===== config.mk =====
export PLATFORM = sky130hd
export DESIGN_NAME = cache_miss_refill
export DESIGN_NICKNAME = d
export VERILOG_FILES = /design/src/rtl/cache_miss_refill.sv
export SDC_FILE = /design/constraint.sdc
export NUM_CORES = 1
export LEC_CHECK = 0
export ABC_AREA = 1
export CORE_UTILIZATION = 50
export CTS_CLUSTER_DIAMETER = 80
export DETAILED_ROUTE_END_ITERATION = 7
export PLACE_DENSITY_LB_ADDON = 0.12
export SYNTH_ARGS = -nofsm -noshare
export SYNTH_HDL_FRONTEND = slang
export SYNTH_SLANG_ARGS = --single-unit

===== constraint.sdc =====
create_clock -name clk -period 4.05 [get_ports clk]
set_clock_uncertainty 0.15 [all_clocks]
set_input_delay 0.6075 -clock clk [delete_from_list [all_inputs] [get_ports clk]]
set_output_delay 0.6075 -clock clk [all_outputs]
set_load 0.05 [all_outputs]

===== src/rtl/cache_miss_refill.sv =====
// Miss handler for the 4-way set-associative data cache. It evicts the victim
// way chosen by the replacement block. A dirty victim line is read into a
// local buffer and written back as a burst. The missing line is then fetched
// and written into the data RAM. Last, the tag is written and the refilled way
// is reported back to the replacement block as most-recently-used.
module cache_miss_refill #(
    parameter int ASSOC_NUM  = 4,
    parameter int LINE_WORDS = 8,
    parameter int ADDR_W     = 32,
    parameter int INDEX_W    = 7,
    parameter int DATA_W     = 32,
    localparam int WAY_W     = $clog2(ASSOC_NUM),
    localparam int WORD_W    = $clog2(LINE_WORDS),
    localparam int OFFSET_W  = $clog2(LINE_WORDS * DATA_W / 8),
    localparam int TAG_W     = ADDR_W - INDEX_W - OFFSET_W
) (
    input  logic                 clk,
    input  logic                 reset,
    input  logic                 miss_valid,
    output logic                 miss_ready,
    input  logic [ADDR_W-1:0]    miss_addr,
    input  logic [WAY_W-1:0]     victim_way,
    input  logic                 victim_dirty,
    input  logic [TAG_W-1:0]     victim_tag,
    output logic                 vic_rd_en,
    output logic [WORD_W-1:0]    vic_rd_word,
    input  logic [DATA_W-1:0]    vic_rd_data,
    output logic                 wb_req_valid,
    input  logic                 wb_req_ready,
    output logic [ADDR_W-1:0]    wb_addr,
    output logic                 wb_data_valid,
    input  logic                 wb_data_ready,
    output logic [DATA_W-1:0]    wb_data,
    output logic                 wb_data_last,
    output logic                 rd_req_valid,
    input  logic                 rd_req_ready,
    output logic [ADDR_W-1:0]    rd_addr,
    input  logic                 rd_data_valid,
    input  logic [DATA_W-1:0]    rd_data,
    input  logic                 rd_data_last,
    output logic                 refill_we,
    output logic [WAY_W-1:0]     refill_way,
    output logic [WORD_W-1:0]    refill_word,
    output logic [DATA_W-1:0]    refill_data,
    output logic                 tag_we,
    output logic [WAY_W-1:0]     tag_way,
    output logic [INDEX_W-1:0]   tag_index,
    output logic [TAG_W-1:0]     tag_wdata,
    output logic                 lru_update,
    output logic [ASSOC_NUM-1:0] lru_access,
    output logic                 done,
    output logic                 burst_err
);

    localparam int CNT_W = WORD_W + 1;
    localparam logic [CNT_W-1:0] CNT_FULL = CNT_W'(LINE_WORDS);
    localparam logic [CNT_W-1:0] CNT_LAST = CNT_W'(LINE_WORDS - 1);

    typedef enum logic [2:0] {
        IDLE, WB_READ, WB_REQ, WB_DATA, RD_REQ, RD_DATA, COMMIT
    } state_e;

    state_e             state_q;
    logic [TAG_W-1:0]   tag_q;
    logic [TAG_W-1:0]   vtag_q;
    logic [INDEX_W-1:0] index_q;
    logic [WAY_W-1:0]   way_q;
    // One counter serves the victim read (0..LINE_WORDS), the writeback
    // stream and the refill beats; the extra bit flags overlong refills.
    logic [CNT_W-1:0]   cnt_q;
    logic               err_q;
    logic [DATA_W-1:0]  buf_q [LINE_WORDS];

    logic               in_range;
    logic [WORD_W-1:0]  cap_idx;
    logic               commit;
    logic               unused_offset;

    assign unused_offset = ^miss_addr[OFFSET_W-1:0];
    assign in_range      = (cnt_q < CNT_FULL);
    assign cap_idx       = WORD_W'(cnt_q - CNT_W'(1));
    assign commit        = (state_q == COMMIT);

    // Control FSM: request latching, burst counting and error tracking
    always_ff @(posedge clk or posedge reset) begin
        if (reset) begin
            state_q <= IDLE;
            tag_q   <= '0;
            vtag_q  <= '0;
            index_q <= '0;
            way_q   <= '0;
            cnt_q   <= '0;
            err_q   <= 1'b0;
        end else begin
            case (state_q)
                IDLE: begin
                    if (miss_valid) begin
                        tag_q   <= miss_addr[ADDR_W-1 -: TAG_W];
                        index_q <= miss_addr[OFFSET_W +: INDEX_W];
                        way_q   <= victim_way;
                        vtag_q  <= victim_tag;
                        cnt_q   <= '0;
                        state_q <= victim_dirty ? WB_READ : RD_REQ;
                    end
                end
                WB_READ: begin
                    if (cnt_q == CNT_FULL) begin
                        cnt_q   <= '0;
                        state_q <= WB_REQ;
                    end else begin
                        cnt_q <= cnt_q + CNT_W'(1);
                    end
                end
                WB_REQ: begin
                    if (wb_req_ready) state_q <= WB_DATA;
                end
                WB_DATA: begin
                    if (wb_data_ready) begin
                        if (cnt_q == CNT_LAST) begin
                            cnt_q   <= '0;
                            state_q <= RD_REQ;
                        end else begin
                            cnt_q <= cnt_q + CNT_W'(1);
                        end
                    end
                end
                RD_REQ: begin
                    if (rd_req_ready) begin
                        cnt_q   <= '0;
                        state_q <= RD_DATA;
                    end
                end
                RD_DATA: begin
                    if (rd_data_valid) begin
                        if (in_range) cnt_q <= cnt_q + CNT_W'(1);
                        else          err_q <= 1'b1;
                        if (rd_data_last) begin
                            if (cnt_q != CNT_LAST) err_q <= 1'b1;
                            state_q <= COMMIT;
                        end
                    end
                end
                COMMIT:  state_q <= IDLE;
                default: state_q <= IDLE;
            endcase
        end
    end

    // Victim line buffer: word k-1 arrives while the counter reads k
    always_ff @(posedge clk) begin
        if (state_q == WB_READ && cnt_q != '0) buf_q[cap_idx] <= vic_rd_data;
    end

    // Output decode from the registered state; data fields are zero when idle
    always_comb begin
        miss_ready    = (state_q == IDLE);
        vic_rd_en     = (state_q == WB_READ) && in_range;
        vic_rd_word   = vic_rd_en ? cnt_q[WORD_W-1:0] : '0;
        wb_req_valid  = (state_q == WB_REQ);
        wb_addr       = wb_req_valid ? {vtag_q, index_q, {OFFSET_W{1'b0}}} : '0;
        wb_data_valid = (state_q == WB_DATA);
        wb_data       = wb_data_valid ? buf_q[cnt_q[WORD_W-1:0]] : '0;
        wb_data_last  = wb_data_valid && (cnt_q == CNT_LAST);
        rd_req_valid  = (state_q == RD_REQ);
        rd_addr       = rd_req_valid ? {tag_q, index_q, {OFFSET_W{1'b0}}} : '0;
        refill_we     = (state_q == RD_DATA) && rd_data_valid && in_range;
        refill_way    = refill_we ? way_q : '0;
        refill_word   = refill_we ? cnt_q[WORD_W-1:0] : '0;
        refill_data   = refill_we ? rd_data : '0;
        tag_we        = commit;
        tag_way       = commit ? way_q : '0;
        tag_index     = commit ? index_q : '0;
        tag_wdata     = commit ? tag_q : '0;
        lru_update    = commit;
        lru_access    = commit ? (ASSOC_NUM'(1) << way_q) : '0;
        done          = commit;
        burst_err     = err_q;
    end

endmodule

After elaboration in Yosys (flattened, before gate mapping)
Memories as Yosys holds them, arrays and structs flattened.
Index checks and enable logic that the tools add are counted.
- order comparisons: 1
- mux-type cells: 34
- shift-type cells: 1
- add/subtract/negate cells: 2
- reduce and logical (&&, ||, !) cells: 12
- eq/ne operators: 18
- operator list (operator ; number):
    two-way mux 32 bit ; 4
    two-way mux 3 bit ; 11
    two-way mux 4 bit ; 8
    two-way mux 20 bit ; 1
    case mux 4 bit (5 select lines) ; 1
    case mux 3 bit (6 select lines) ; 1
    inequality test 2 bit (second input constant) ; 5
    equality test 3 bit (second input constant) ; 3
    inequality test 2 x 1 -> 1 bit (second input constant) ; 4
    AND reduction 8 bit ; 1
    two-way mux 7 bit ; 1
    equality test 3 x 2 -> 1 bit (second input constant) ; 2
    AND reduction 6 bit ; 1
    logical AND 1 bit ; 5
    two-way mux 1 bit ; 5
    nonzero test 5 bit ; 1
    adder 4 x 1 -> 4 bit (second input constant) ; 1
    equality test 4 x 3 -> 1 bit (second input constant) ; 1
    equality test 4 bit (second input constant) ; 1
    less-than comparator 4 bit (second input constant) ; 1
    two-way mux 2 bit ; 2
    inequality test 4 x 3 -> 1 bit (second input constant) ; 1
    AND reduction 2 bit ; 2
    nonzero test 4 bit ; 1
    4 further kinds ; 4
- logic and storage cells: 76
- RAM bits: 256
- memories: 1
- register bits: 57
- memories (memory ; depth ; width ; rd ports ; clocked after Yosys merged registers in ; write ports ; line ; text):
    buf_q ; 8 ; 32 ; 1 ; 0 ; 1 ; 72 ; logic [DATA_W-1:0] buf_q [LINE_WORDS];

Logic depth before layout (Yosys ltp)
Gate-level depths: netlist of the first run.
- depth in word-level cells: 4
- mapped depth: 11

Worst setup path before layout of the first run
Ideal clock, no wire load.
- path type: reg-to-reg
- start point: register cnt_q[0]
- end point: memory buf_q[0][0], enable pin
- arrival time: 2.834 ns
- setup time: 0.421 ns
- setup slack: 0.645 ns
- required time: 3.479 ns
- stages on the path, launching flop included: 9
- buffers on the path: 2
- cell sequence: dfrtp_1 > inv_2 > buf_2 > buf_2 > ha_1 > or2_2 > nand2_1 > nand2_1 > nor2_1
- word-level cells in the longest chain between the ends: 4
- elaborated cells between the ends (all ways): 5
- classes of those cells: add/sub (1); mux (2); reduce/logical (2)
- RTL lines (what ; line ; text):
    from (decl) ; 70 ; logic [CNT_W-1:0] cnt_q;
    from (signal assigned) ; 111 ; cnt_q <= cnt_q + CNT_W'(1);
    from (signal assigned) ; 123 ; cnt_q <= cnt_q + CNT_W'(1);
    from (signal assigned) ; 135 ; if (in_range) cnt_q <= cnt_q + CNT_W'(1);
    nonzero test 4 bit ; 151 ; if (state_q == WB_READ && cnt_q != '0) buf_q[cap_idx] <= vic_rd_data;
    logical AND 1 bit ; 151 ;
    two-way mux 1 bit ; 151 ;
    two-way mux 1 bit (implied by the code) ; 151 ;
    to (decl) ; 72 ;
Several ways; a longest one is shown, not always the timed one.

Worst setup path after layout of the first run
- start point: register state_q[0]
- end point: output wb_data[31]
- word-level cells in the longest chain between the ends: 2
- RTL lines (what ; line ; text):
    from (decl) ; 63 ; state_e state_q;
    from (signal assigned) ; 103 ; state_q <= victim_dirty ? WB_READ : RD_REQ;
    equality test 3 x 2 -> 1 bit ; 161 ; wb_data_valid = (state_q == WB_DATA);
    two-way mux 32 bit ; 162 ; wb_data = wb_data_valid ? buf_q[cnt_q[WORD_W-1:0]] : '0;
    to (decl) ; 33 ; output logic [DATA_W-1:0] wb_data,
No other way between the ends.

==> flow_metrics.py, run 1 <==
metrics = {
    "run_status": {
        "status": "finished with violations",
        "violations": "DRC",
    },
    "yosys": {
        "synth-compound-area-share_pct": 10.3,
        "synthXorXnorAreaFrac_pct": 0.130,
        "synth-simple-area-share_pct": 15.0,
        "syn_area_um2": 13400,
        "syn_area_per_cell_um2": 10.5,
        "ys_seq_area_share_pct": 67.9,
        "ys_ff_latch": 313,
        "synth_top_family_by_area": "simple AND/OR/NAND/NOR gates",
        "ys_warn_count": 0,
        "yosysUniqueCellTypes": 29,
        "synthMuxAreaShare_pct": 0,
        "syn_inst": 1281,
        "synthAdderAreaFrac_pct": 0.186,
    },
    "floorplan": {
        "pin_count": 307,
        "core_area_um2": 26200,
        "die_h_um": 166,
        "die_area_um2": 27500,
        "floorplan.initialDensity_pct": 51.3,
        "die_x_um": 166,
        "rows": 59,
    },
    "critical_path": {
        "cpPeakStageDelay_ps": 830,
        "worst_path_most_repeated_cell": "nand2_1",
        "critPathSlowestCell": "clkdlybuf4s50_1",
        "startpoint_type": "register",
        "worst-setup-path-type": "reg -> out",
        "crit_required_ps": 3290,
        "critical_path.max_fanout": 19,
        "cp.arrival_ps": 3050,
        "path_cells": "nand2_1 > nor2_4 > buf_12 > nand2_1 > nor2_1 > clkdlybuf4s50_1",
        "cp-end-kind": "primary output",
    },
    "cells_and_area": {
        "fin_util_pct": 67.8,
        "final_common_cell": "nor2_1",
        "stdcell_area_um2": 17800,
        "fin_cells": 1923,
        "drive_gt1_share_pct": 9.78,
        "nets": 1689,
        "syn2layout_area_growth_pct": 32.3,
        "mostFrequentLayoutCells": "nor2_1 (404), edfxtp_1 (256), clkdlybuf4s50_1 (240)",
    },
    "place": {
        "place.gp.congestion": 0.819,
        "hpwl_um": 22000,
        "pre_cts_slack_ps": 827,
        "place_inst": 1862,
        "portBuffers": 291,
        "post_dp_cell_area_um2": 16800,
    },
    "sta": {
        "timing.hold.ws_ps": 251,
        "fin_ws_ps": 241,
        "slew_viol_final": 0,
        "rsz0062_at_grt": "false",
        "worst_pin_slew_ps": 914,
        "fin_crit_ps": 3810,
        "hold_viol": 0,
        "slew-limit-headroom_pct": 38.8,
        "clock.fmax_mhz": 263,
        "finalSetupTns_ps": 0,
        "setup_viol": 0,
        "fin_crit_sh_pct": 94.0,
    },
    "min_path": {
        "min_path_type": "in -> async",
    },
    "power_and_ir_drop": {
        "comb_power_share_pct": 40.8,
        "vdd_drop_max_mv": 0.379,
        "p_clk_share_pct": 24.1,
        "intPower_mw": 6.72,
        "total_power_mw": 11.3,
        "power_frac_seq_pct": 35.1,
        "switchingPower_mw": 4.54,
        "power_density_nw_per_um2": 634,
        "power.share.switching_pct": 40.3,
        "p_leak_nw": 6.86,
    },
    "grt": {
        "grt_pass1_vias": 9479,
        "grt_usage_pct": 25.0,
        "grt_busiest_layer": "met2",
        "antenna_found_initial": 3,
        "grt_pass1_wl_um": 53200,
        "met3_usage_pct": 4.39,
        "grt_max_degree": 71,
        "grtUsageMet1_pct": 31.4,
        "use_met2_pct": 43.0,
        "grt-ovfl-total": 0,
    },
    "routing": {
        "drtIter0Drc": 943,
        "drt_pass1_iterations": 7,
        "antenna_left": 0,
        "wl_um": 34600,
        "dr_total_vias": 10100,
        "avgViaCountPerCell": 5.25,
        "avgRoutedWirePerCell_um": 18.0,
        "drcViolationCount": 30,
    },
    "cts": {
        "postCtsSetupBuffers": 0,
        "cts_max_level": 1,
        "clock_latency_ps": 560,
        "clkSinkCount": 313,
        "cts_max_path_buffers": 3,
        "clkTransAtPathRegs_ps": 60,
        "cts_tree": "built",
        "cts_buffers": 31,
        "clockRootBuffer": "clkbuf_16",
        "cts_hold_buf": 0,
        "post_cts_resized": 0,
    },
    "run": {
        "drv_cap": 0,
    },
}
-- layer usage --
layer,share of wire (%),routed length (µm)
met4,3.2,1100
met5,0,0
met2,50,17300
met3,6.6,2270
met1,40,13900
-- worst max-delay path, delay by kind of cell, from the launching register on --
family,cells,cell delay [ps]
buffers and inverters,2,1070
AND/OR/NAND/NOR,4,840
flip-flops,1,580
-- sequential cells by signal (all words and copies together), names as in the netlist --
signal and cells:
cnt_q 4, buf_q 256, vtag_q 20, index_q 7, state_q 3, burst_err 1
way_q 2, tag_q 20
-- cells by family after synthesis --
family | after synthesis
adder cells (fa/ha/maj) | 2
other | 1
XOR/XNOR | 2
buffers and inverters | 193
flip-flops | 313
AND/OR/NAND/NOR | 519
AO/OA/AOI/OAI | 251
-- worst paths after layout --
check | start | end | slack (ps) | cells past startpoint
min in group clk | burst_err$_DFFE_PP0N_ | burst_err$_DFFE_PP0N_ | 340 | 1
min | reset | vtag_q[0]$_DFFE_PP0P_ | 250 | 2
max | state_q[0]$_DFFE_PP0P_ | wb_data[31] | 240 | 6
min reg2reg | burst_err$_DFFE_PP0N_ | burst_err$_DFFE_PP0N_ | 340 | 1
max reg2reg | cnt_q[1]$_DFFE_PP0P_ | buf_q[1][28]$_DFFE_PP_ | 1040 | 7
max in group asynchronous | reset | cnt_q[1]$_DFFE_PP0P_ | 2820 | 3
-- cell type report --
class / instances / area [µm²]
diodes: 3 / 7.51
inverters: 103 / 388
well taps: 335 / 419
clock inverters: 19 / 159
clock buffers: 39 / 806
flip-flops and latches: 313 / 9120
repair buffers: 327 / 3320
multi-input cells: 784 / 3550
fillers: 1987 / 8440
-- power groups by stage --
stage               registers, mW  logic (mW)  clock network [mW]
finish                       3.95        4.60                2.71
floorplan                    3.96        3.19                   0
CTS                          3.96        4.61                2.76
detailed placement           4.02        4.60                   0
global route                 3.99        4.95                2.88
global placement             4.01        4.54                   0
-- cells in the mapped netlist --
cell type / n / share of area [%]
a31o_2: 1 / 0.065
conb_1: 1 / 0.028
nand4_1: 2 / 0.093
o21ai_0: 135 / 5.0
o211ai_1: 32 / 1.8
nor2_4: 3 / 0.25
ha_1: 2 / 0.19
nand2_1: 74 / 2.1
buf_2: 27 / 1.0
nand2_2: 1 / 0.047
o22ai_1: 32 / 1.5
nand2_4: 1 / 0.084
or2_2: 1 / 0.047
nor2_1: 413 / 12
xor2_1: 2 / 0.13
nor3_1: 5 / 0.19
dfrtp_1: 57 / 11
clkbuf_1: 37 / 1.0
clkbuf_2: 2 / 0.075
buf_1: 1 / 0.028
nand3b_1: 1 / 0.056
buf_6: 6 / 0.50
edfxtp_1: 256 / 57
buf_4: 17 / 0.95
a31oi_1: 1 / 0.047
nand3_1: 18 / 0.67
a21oi_1: 50 / 1.9
inv_1: 97 / 2.7
inv_2: 6 / 0.17
Power figures use the tool's default switching activity.
==> run 2, diff against run 1 <==
CORE_ASPECT_RATIO = 0.8   (was default)
==> run 2 against run 1 <==
The run now ends clean. Count of clock-buffer cells in the layout grew 6. Utilization shrank 0.67 points. Sequential share of layout area grew 0.27 points. Sequential power is essentially flat. Clock power is essentially flat. First-iteration DRC count shrank 29%. Final cell count grew 0.36%. Non-clock buffer count shrank 9. Register-to-register slack is essentially flat. Worst setup slack gained 74 ps. Critical path type unchanged. Largest power group unchanged.
==> flow_metrics.py, run 2 (synthesized netlist as in run 1, its figures left out) <==
metrics = {
    "cts": {
        "cts_max_level": 1,
        "cts_tree": "built",
        "post_cts_resized": 0,
        "cts_max_path_buffers": 3,
        "clkSinkCount": 313,
        "postCtsSetupBuffers": 0,
        "clkTransAtPathRegs_ps": 60,
        "cts_hold_buf": 0,
        "clockRootBuffer": "clkbuf_16",
        "cts_buffers": 30,
        "clock_latency_ps": 540,
    },
    "cells_and_area": {
        "top_regs": "buf_q: 256 flops, tag_q: 20 flops, vtag_q: 20 flops",
        "syn2layout_area_growth_pct": 31.6,
        "stdcell_area_um2": 17700,
        "final_common_cell": "nor2_1",
        "drive_gt1_share_pct": 10.2,
        "top_register": "buf_q",
        "largest_reg_flops": 256,
        "mostFrequentLayoutCells": "nor2_1 (404), edfxtp_1 (256), clkdlybuf4s50_1 (221)",
        "nets": 1679,
        "fin_util_pct": 67.1,
    },
    "sta": {
        "rsz0062_at_grt": "false",
        "hold_viol": 0,
        "fin_crit_ps": 3730,
        "setup_viol": 0,
        "finalSetupTns_ps": 0,
        "worst_pin_slew_ps": 718,
        "fin_crit_sh_pct": 92.2,
        "slew-limit-headroom_pct": 52.1,
        "clock.fmax_mhz": 268,
        "slew_viol_final": 0,
    },
    "floorplan": {
        "rows": 53,
        "floorplan.initialDensity_pct": 51.0,
        "die_area_um2": 27500,
        "core_area_um2": 26300,
        "die_h_um": 149,
        "pin_count": 307,
        "die_x_um": 185,
    },
    "power_and_ir_drop": {
        "vdd_drop_max_mv": 0.352,
        "p_leak_nw": 6.85,
        "power_density_nw_per_um2": 632,
    },
    "critical_path": {
        "cp.arrival_ps": 2980,
        "timing.reg2reg.setup_slack_ps": 1050,
        "crit_required_ps": 3290,
        "cp-end-kind": "primary output",
        "startpoint_type": "register",
        "r2r-end": "buf_q[7][9]$_DFFE_PP_",
        "r2r-start": "cnt_q[2]$_DFFE_PP0P_",
        "reg2reg_depth": 7,
        "worst-setup-path-type": "reg -> out",
        "critical_path.max_fanout": 66,
    },
    "grt": {
        "antenna_found_initial": 1,
        "grt_pass1_wl_um": 49500,
        "grt_max_degree": 99,
        "grt_usage_pct": 23.5,
        "grt-ovfl-total": 0,
        "grt_pass1_vias": 9022,
    },
    "routing": {
        "dr_wl_met3_um": 2010,
        "avgRoutedWirePerCell_um": 17.0,
        "antenna_left": 0,
        "dr_total_vias": 9866,
        "avgViaCountPerCell": 5.11,
        "routed.top_layer": "met4",
        "wl_met1_um": 14100,
        "drtIter0Drc": 672,
        "met2_length_um": 15900,
        "drcViolationCount": 0,
        "drt_pass1_iterations": 5,
        "wl_um": 32700,
    },
    "run": {
        "drv_cap": 0,
    },
    "place": {
        "place.gp.congestion": 0.851,
        "portBuffers": 291,
        "hpwl_um": 19900,
        "post_dp_cell_area_um2": 16700,
    },
    "run_status": {
        "status": "complete, no violations",
    },
    "min_path": {
        "min_path_type": "in -> async",
    },
}
run 2: changes by cell type in the layout (fill, tap and decap cells not counted), sizes merged:
cell,previous run,this run
clkinv,13,8
clkbuf,39,45
buf,87,97
diode,3,2
clkinvlp,4,0
bufinv,2,1
inv,103,102
clkdlybuf4s50,240,221
run 2: worst max-delay path by stage:
stage,start,endpoint,slack [ps],depth (start not counted)
2_1_floorplan,cnt_q[0]$_DFFE_PP0P_,buf_q[0][0]$_DFFE_PP_,650,8
3_3_place_gp,cnt_q[1]$_DFFE_PP0P_,wb_data[24],880,6
3_5_place_dp,cnt_q[1]$_DFFE_PP0P_,wb_data[24],890,6
4_1_cts,cnt_q[1]$_DFFE_PP0P_,wb_data[20],270,6
5_1_grt,cnt_q[1]$_DFFE_PP0P_,wb_data[20],120,6
6_report,cnt_q[1]$_DFFE_PP0P_,wb_data[24],320,6
run 2: final cells by class:
type / instances / area (µm²)
clock buffer: 45 / 891
inverter: 103 / 388
fill: 1997 / 8650
clock inverter: 8 / 57.6
sequential: 313 / 9120
tap: 357 / 447
multi-input combinational: 784 / 3550
timing repair buffer: 318 / 3220
antenna: 2 / 5.00
run 2: critical path, stage by stage, from the launching register on:
cell      delay, ps
dfrtp_2         740
buf_4           670
o21ai_0         190
o211ai_1        200
nand2_1          70
nor2_1          350
buf_12          190
run 2: routing by layer:
metal | up-vias | track usage [%]
li1 | 4834 | -
met2 | 307 | 38.9
met3 | 49 | 4.02
met4 | 0 | 5.99
met5 | - | 0
met1 | 4676 | 32.2
run 2: power breakdown:
| part | internal, mW | switching [mW] |
|---|---|---|
| Combinational | 1.36 | 3.15 |
| Sequential | 3.80 | 0.166 |
| Clock | 1.57 | 1.11 |
| Total | 6.73 | 4.43 |
run 2: metrics by stage:
stage	setup WS (ps)	hold WS, ps	instances	power [mW]
after floorplan	645	331	1290	7.15
after global placement	882	306	1875	8.49
final	315	340	1930	11.2
after global routing	124	376	1928	11.7
after CTS	273	345	1928	11.2
after detailed placement	891	332	1875	8.55
==> run 3, diff against run 2 <==
CTS_CLUSTER_SIZE = 25   (was default)
==> run 3 against run 2 <==
Non-clock buffer count is the same. Sequential power is essentially flat. Worst setup slack lost 21 ps. Cell area shrank 2.5%. Power shrank 7.5%. Fmax shrank 0.55%. Final cell count shrank 1.2%. Combinational power is essentially flat. Clock power shrank 31%. Die area is the same. Sequential cell count is the same. Count of clock-buffer cells in the layout shrank 19.
==> flow_metrics.py, run 3 (synthesized netlist as in run 1, its figures left out) <==
metrics = {
    "cells_and_area": {
        "top_regs": "buf_q: 256 flops, tag_q: 20 flops, vtag_q: 20 flops",
        "nets": 1666,
        "final_common_cell": "nor2_1",
        "mostFrequentLayoutCells": "nor2_1 (404), edfxtp_1 (256), clkdlybuf4s50_1 (221)",
        "top_register": "buf_q",
        "largest_reg_flops": 256,
        "drive_gt1_share_pct": 9.30,
        "syn2layout_area_growth_pct": 28.3,
    },
    "critical_path": {
        "path_cells": "nand2_1 > nor3_1 > clkdlybuf4s50_1",
        "path_depth": 3,
        "crit_required_ps": 3290,
        "worst-setup-path-type": "reg -> out",
        "cpPeakStageDelay_ps": 890,
        "crit_start": "state_q[2]$_DFFE_PP0P_",
        "endpoint": "lru_access[0]",
        "r2r-end": "buf_q[7][9]$_DFFE_PP_",
        "critPathSlowestCell": "clkdlybuf4s50_1",
        "critical_path.max_fanout": 17,
        "startpoint_type": "register",
        "reg2reg_depth": 7,
        "cp-end-kind": "primary output",
        "crit_family": "simple AND/OR/NAND/NOR gates",
        "cp.arrival_ps": 3000,
        "timing.reg2reg.setup_slack_ps": 1070,
        "worst-path-buf-inv": 1,
        "r2r-start": "cnt_q[2]$_DFFE_PP0P_",
    },
    "floorplan": {
        "die_area_um2": 27500,
        "die_x_um": 185,
        "die_h_um": 149,
        "core_area_um2": 26300,
        "floorplan.initialDensity_pct": 51.0,
        "rows": 53,
        "pin_count": 307,
    },
    "place": {
        "pre_cts_slack_ps": 891,
        "place.gp.congestion": 0.851,
        "portBuffers": 291,
        "hpwl_um": 19900,
    },
    "sta": {
        "fin_crit_ps": 3760,
        "setup_viol": 0,
        "slew-limit-headroom_pct": 52.4,
        "worst_pin_slew_ps": 713,
        "hold_viol": 0,
        "slew_viol_final": 0,
        "clock.fmax_mhz": 266,
        "finalSetupTns_ps": 0,
        "fin_crit_sh_pct": 92.7,
        "fin_ws_ps": 295,
        "rsz0062_at_grt": "false",
    },
    "grt": {
        "grt_usage_pct": 23.2,
        "antenna_found_initial": 1,
        "grt_max_degree": 99,
        "grt_pass1_vias": 8927,
        "grt_pass1_wl_um": 48900,
        "grt-ovfl-total": 0,
    },
    "routing": {
        "wl_um": 32300,
        "drcViolationCount": 0,
        "drtIter0Drc": 743,
        "dr_total_vias": 9747,
        "avgRoutedWirePerCell_um": 16.9,
        "antenna_left": 0,
        "drt_pass1_iterations": 5,
        "avgViaCountPerCell": 5.11,
    },
    "power_and_ir_drop": {
        "vdd_drop_max_mv": 0.391,
        "power_density_nw_per_um2": 599,
        "p_leak_nw": 6.64,
    },
    "cts": {
        "post_cts_resized": 0,
        "cts_buffers": 17,
        "clock_latency_ps": 520,
        "cts_tree": "built",
        "clkTransAtPathRegs_ps": 90,
        "postCtsSetupBuffers": 0,
        "clockRootBuffer": "clkbuf_16",
        "clkSinkCount": 313,
        "cts_max_path_buffers": 3,
        "cts_max_level": 1,
        "cts_hold_buf": 0,
    },
    "run_status": {
        "status": "complete, no violations",
    },
    "run": {
        "drv_cap": 0,
    },
    "min_path": {
        "min_path_type": "reg -> reg",
    },
}
[run 3: worst min-delay path by stage]
stage,from,to,slack (ps),cells past startpoint
final,burst_err$_DFFE_PP0N_,burst_err$_DFFE_PP0N_,350,1
after global placement,burst_err$_DFFE_PP0N_,burst_err$_DFFE_PP0N_,310,1
after detailed placement,burst_err$_DFFE_PP0N_,burst_err$_DFFE_PP0N_,330,1
after floorplan,vtag_q[0]$_DFFE_PP0P_,vtag_q[0]$_DFFE_PP0P_,330,2
after global routing,vtag_q[1]$_DFFE_PP0P_,vtag_q[1]$_DFFE_PP0P_,380,2
after CTS,burst_err$_DFFE_PP0N_,burst_err$_DFFE_PP0N_,350,1
[run 3: stage by stage]
stage	total power [mW]	instances	hold slack [ps]	area [µm²]	util, %
4_1_cts	10.4	1905	352	17200	65.5
3_3_place_gp	8.49	1875	306	16700	63.5
2_1_floorplan	7.15	1290	331	13500	-
6_report	10.3	1906	349	17200	65.5
5_1_grt	10.9	1905	383	17200	65.5
3_5_place_dp	8.55	1875	332	16700	63.5
[run 3: report_power, final]
group | leakage, nW | switching (mW) | internal, mW
Sequential | 2.92 | 0.166 | 3.80
Combinational | 3.47 | 3.15 | 1.36
Clock | 0.245 | 1.03 | 0.821
Total | 6.64 | 4.34 | 5.98
[run 3: worst register-to-register path, cell delays in order (launching register included)]
cell and delay (ps):
dfrtp_2 810, buf_4 560, or2_2 200, nand2_1 80, inv_1 80, nand2_1 130
nor2_4 470, buf_12 220
[run 3: cell type report]
class,instances,area (µm²)
Antenna cell,1,2.50
Tap cell,357,447
Timing Repair Buffer,318,3220
Inverter,103,388
Fill cell,2049,9090
Clock inverter,4,52.6
Multi-Input combinational cell,784,3550
Clock buffer,26,459
Sequential cell,313,9120
[run 3: layer usage]
| metal | part of all wire (%) | GRT usage, % |
|---|---|---|
| met5 | 0 | 0 |
| met4 | 2.2 | 5.91 |
| met1 | 43 | 32.0 |
| met2 | 48 | 38.5 |
| met3 | 6.0 | 3.55 |
